===== config.mk =====
export PLATFORM = sky130hd
export DESIGN_NAME = reg_dst_scoreboard
export DESIGN_NICKNAME = d
export VERILOG_FILES = /design/src/rtl/reg_dst_scoreboard.sv
export SDC_FILE = /design/constraint.sdc
export NUM_CORES = 1
export LEC_CHECK = 0
export ABC_AREA = 1
export BUFFER_PORTS_ARGS = -buffer_cell sky130_fd_sc_hd__buf_2
export CAP_MARGIN = 20
export CORE_MARGIN = 8
export CORE_UTILIZATION = 45
export CTS_CLUSTER_DIAMETER = 50
export DETAILED_ROUTE_END_ITERATION = 8
export GPL_ROUTABILITY_DRIVEN = 0
export PLACE_DENSITY_LB_ADDON = 0.2
export SYNTH_ARGS = -nofsm -noshare
export SYNTH_HDL_FRONTEND = slang
export SYNTH_SLANG_ARGS = --single-unit

===== constraint.sdc =====
create_clock -name clk -period 8 [get_ports clk]
set_clock_uncertainty 0.05 [all_clocks]
set_input_delay 1.6 -clock clk [delete_from_list [all_inputs] [get_ports clk]]
set_output_delay 1.6 -clock clk [all_outputs]
set_load 0.05 [all_outputs]

===== src/rtl/reg_dst_scoreboard.sv =====
// Register-write scoreboard: one pending bit per architectural register, used to
// interlock issue against outstanding writes (RAW/WAW) without forwarding.
module reg_dst_scoreboard #(
  parameter int NREG = 32,
  parameter int AW   = 5,
  parameter int CW   = 6
) (
  input  logic            clk,
  input  logic            rst,
  input  logic            flush,
  input  logic            issue_valid,
  input  logic            issue_we,
  input  logic [AW-1:0]   issue_dst,
  input  logic [AW-1:0]   issue_rs,
  input  logic            issue_use_rs,
  input  logic [AW-1:0]   issue_rt,
  input  logic            issue_use_rt,
  input  logic            wb_valid,
  input  logic [AW-1:0]   wb_dst,
  output logic            stall,
  output logic [NREG-1:0] pending,
  output logic [CW-1:0]   pend_count,
  output logic            err
);

  logic            raw;
  logic            waw;
  logic            set_en;
  logic            clr_en;
  logic            err_ev;
  logic            inc;
  logic            dec;
  logic [NREG-1:0] pending_nxt;

  always_comb begin
    raw    = (issue_use_rs & pending[issue_rs]) | (issue_use_rt & pending[issue_rt]);
    waw    = issue_we & (issue_dst != '0) & pending[issue_dst];
    stall  = issue_valid & (raw | waw);
    set_en = issue_valid & ~stall & issue_we & (issue_dst != '0);
    clr_en = wb_valid & pending[wb_dst];
    err_ev = wb_valid & ~pending[wb_dst] & (wb_dst != '0);
    // A set colliding with a write-back to the same register loses to the clear,
    // so the count only moves when the set actually lands.
    inc    = set_en & ~(wb_valid & (wb_dst == issue_dst));
    dec    = clr_en;
  end

  always_comb begin
    pending_nxt = pending;
    if (set_en) pending_nxt[issue_dst] = 1'b1;
    if (wb_valid) pending_nxt[wb_dst] = 1'b0;
    pending_nxt[0] = 1'b0;
  end

  always_ff @(posedge clk) begin
    if (rst) begin
      pending    <= '0;
      pend_count <= '0;
      err        <= 1'b0;
    end else if (flush) begin
      pending    <= '0;
      pend_count <= '0;
    end else begin
      pending <= pending_nxt;
      if (inc & ~dec)
        pend_count <= pend_count + CW'(1);
      else if (dec & ~inc)
        pend_count <= pend_count - CW'(1);
      if (err_ev) err <= 1'b1;
    end
  end

endmodule

==> metrics.cfg <==
[run_status]
status = finished, final reports clean

[logic_synthesis]
synthTopCellsByArea = dfxtp_1, nand2_1, nand3_1
ys_types = 34
yosys-top-cells-count = nand2_1, inv_1, nand3_1, nor2_1, o21ai_0
ys.warnings.count = 0
synth-compound-area-share = 0.191
synth-simple-area-share = 0.414
synth-xor-area-share = 0.0129
synthMuxAreaShare = 0
synth_top_family_by_area = simple AND/OR/NAND/NOR gates
synthAdderAreaFrac = 0.0243
yosysMostFrequentCell = nand2_1
netlist_instances = 576
syn_area_um2 = 3390
synth_ff_type = dfxtp_1
ys_seq_area_frac = 0.224
synth_top_area_frac = 0.224
synth_top_area_cell = dfxtp_1
ys_seq_elements = 38
synth_edf_count = 0
synthArstFlopShare = 0
syn_nets = 610
syn_avg_cell_area_um2 = 5.89

[detailed_routing]
vias_per_cell = 5.75
firstDrtPassIters = 5
wl_per_cell_um = 17.5
drt-initial-drc-count = 422
drtAntennaViolNets = 0
num_vias = 4187
wl_mm = 12.7
drcViolationCount = 0

[power_and_ir_drop]
power.density_nw_per_um2 = 118
p_leak_nw = 1.64
power_uw = 449
ir_worst_vdd_mv = 0.0640

[grt]
grt_busiest_layer = met2
gr-usage-met3 = 0.0446
grt_pass1_wl_mm = 19.8
use_met2 = 0.397
grt_max_degree = 34
antenna_found_initial = 0
grt_pass1_vias = 3913
use_met1 = 0.293
grt_overflow = 0
track_usage = 0.241

[finish]
antennaDiodeCount = 0
fin_nets = 662
multiInputGateArea_um2 = 2190
fillers = 821
finish.utilization = 0.522
ff_latch_area_um2 = 761
syn_to_final_growth_pct = 12.2
layout-drive-gt1-share = 0.175

[cts]
cts-root-buf = clkbuf_8
clock_sinks = 38
cts_tree = done
htreeDepth = 2
clock_path_buffers = 2
cts_resized = 0
cts_made_buffers = 5
path_clk_slew_ns = 0.07
hold_buffers = 0
cts_setup_buffers = 0
clk_latency_ns = 0.31

[die]
pin_count = 68
fp.coreArea_um2 = 7290
placementRows = 31
die_w_um = 103
floorplan.initialDensity = 0.466
dieHeight_um = 103
die-area_um2 = 10600

[timing]
drv_slew = 0
setup_viol = 0
whs_ns = 0.419
final.min_clock_period_ns = 5.07
finalHoldViolCount = 0
slew_headroom = 0.366
fmax_ghz = 0.197
fin_crit_sh = 0.634
tns_ns = 0
rsz0062_at_grt = false
worst_pin_slew_ns = 0.948
setup_slack_ns = 2.93

[run]
drv.max_cap_violation_count = 0

[placement]
dp_slack_ns = 2.67
dpl.hpwl_mm = 9.62
io_buffer_count = 66

[worst_hold_path]
min_from = err$_SDFFE_PP0P_
holdPathEnd = err$_SDFFE_PP0P_
hold_depth = 2
min_path_type = flip-flop to flip-flop

[setup_path]
timing.rr.start = pending[15]$_SDFF_PP0_
worst-r2r-cell-count = 24
crit_path_end_kind = flip-flop
cp.required_ns = 8.14
start_kind = input port
rrSetupSlack_ns = 4.28
arrival_ns = 5.22
criticalPathCategory = input port to flip-flop
rr_endpoint = pend_count[5]$_SDFFE_PP0P_
crit_fanout = 32

==> cell families (layout without fill, tap and decap cells) <==
family                   Yosys count  after routing
AO/OA/AOI/OAI                    116            116
XOR/XNOR                           5              5
adder cells (fa/ha/maj)            6              6
buffers and inverters            103            156
flip-flops                        38             38
other                              1              1
AND/OR/NAND/NOR                  307            307
==> cell usage in the layout (no fill, tap or decap) <==
cell type	n
ha_1	5
clkinv_2	2
nand2_2	3
dfxtp_1	38
a211oi_1	1
nor2_1	55
a31oi_1	1
o2111ai_1	1
o21ai_0	40
a21oi_1	39
conb_1	1
clkbuf_8	6
nand3_2	19
o22ai_1	3
a21oi_2	1
clkbuf_1	1
buf_4	2
clkinv_1	1
buf_2	66
o211ai_1	2
inv_1	71
o21ai_1	13
inv_2	7
xor2_1	3
nor3_1	16
nand4_1	1
nand3_1	66
a22oi_1	7
xnor2_1	2
nor2_2	3
nor2_8	1
nand2_1	143
fa_1	1
o221ai_1	8
==> worst max-delay path, cell delays in order <==
cell and delay [ns]:
buf_2 0.28, clkinv_2 0.27, nand2_1 0.11, nand3_1 0.07, nand2_1 0.07, nand2_1 0.05, nand3_1 0.06, nand3_1 0.08
nand3_1 0.16, nand2_2 0.12, nor2_8 0.45, nand2_1 0.10, nor2_1 0.12, ha_1 0.20, inv_1 0.12, ha_1 0.36
a21oi_1 0.17, nand2_1 0.10, nand2_1 0.07, nand2_1 0.05, a21oi_1 0.17, nor2_1 0.06, nor2_1 0.08, nand2_1 0.07
o21ai_0 0.16, a21oi_1 0.05
==> final cells by class <==
| type | instances | share of cell area |
|---|---|---|
| multi-input combinational | 435 | 0.574 |
| inverter | 80 | 0.0792 |
| clock buffer | 7 | 0.0227 |
| tap | 99 | 0.0325 |
| sequential | 38 | 0.200 |
| clock inverter | 1 | 0.00131 |
| timing repair buffer | 68 | 0.0907 |
==> metrics by stage <==
| stage | cell area, µm² | cells |
|---|---|---|
| after CTS | 3810 | 728 |
| final | 3810 | 728 |
| after global placement | 3720 | 720 |
| after global routing | 3810 | 728 |
| after detailed placement | 3720 | 720 |
| after floorplan | 3390 | 576 |
==> state kept, by name, summed over array words and instances, names as in the netlist <==
signal and count:
pending 31, err 1, pend_count 6
==> layer usage <==
layer  wire, µm  share of wire
met4        567          0.045
met5          0              0
met1       4860           0.38
met2       5890           0.46
met3       1390           0.11
==> power by group <==
part	switching [mW]	total [mW]	leakage, nW	internal, mW
combinational	0.0828	0.113	1.29	0.0301
clock	0.0739	0.144	0.0482	0.0696
sequential	0.00163	0.192	0.307	0.191
==> worst max-delay path by stage <==
stage                      startpoint  cells after the start                    endpoint  slack (ns)
after floorplan           issue_rt[0]                     12                       stall        3.48
after CTS                 issue_rt[0]                     12                       stall        2.98
after detailed placement  issue_rt[0]                     26  pend_count[5]$_SDFFE_PP0P_        2.67
after global routing      issue_rt[0]                     26  pend_count[5]$_SDFFE_PP0P_        2.54
final                     issue_rt[0]                     26  pend_count[5]$_SDFFE_PP0P_        2.93
after global placement    issue_rt[0]                     26  pend_count[5]$_SDFFE_PP0P_        2.83
(Power assumes the default switching activity.)
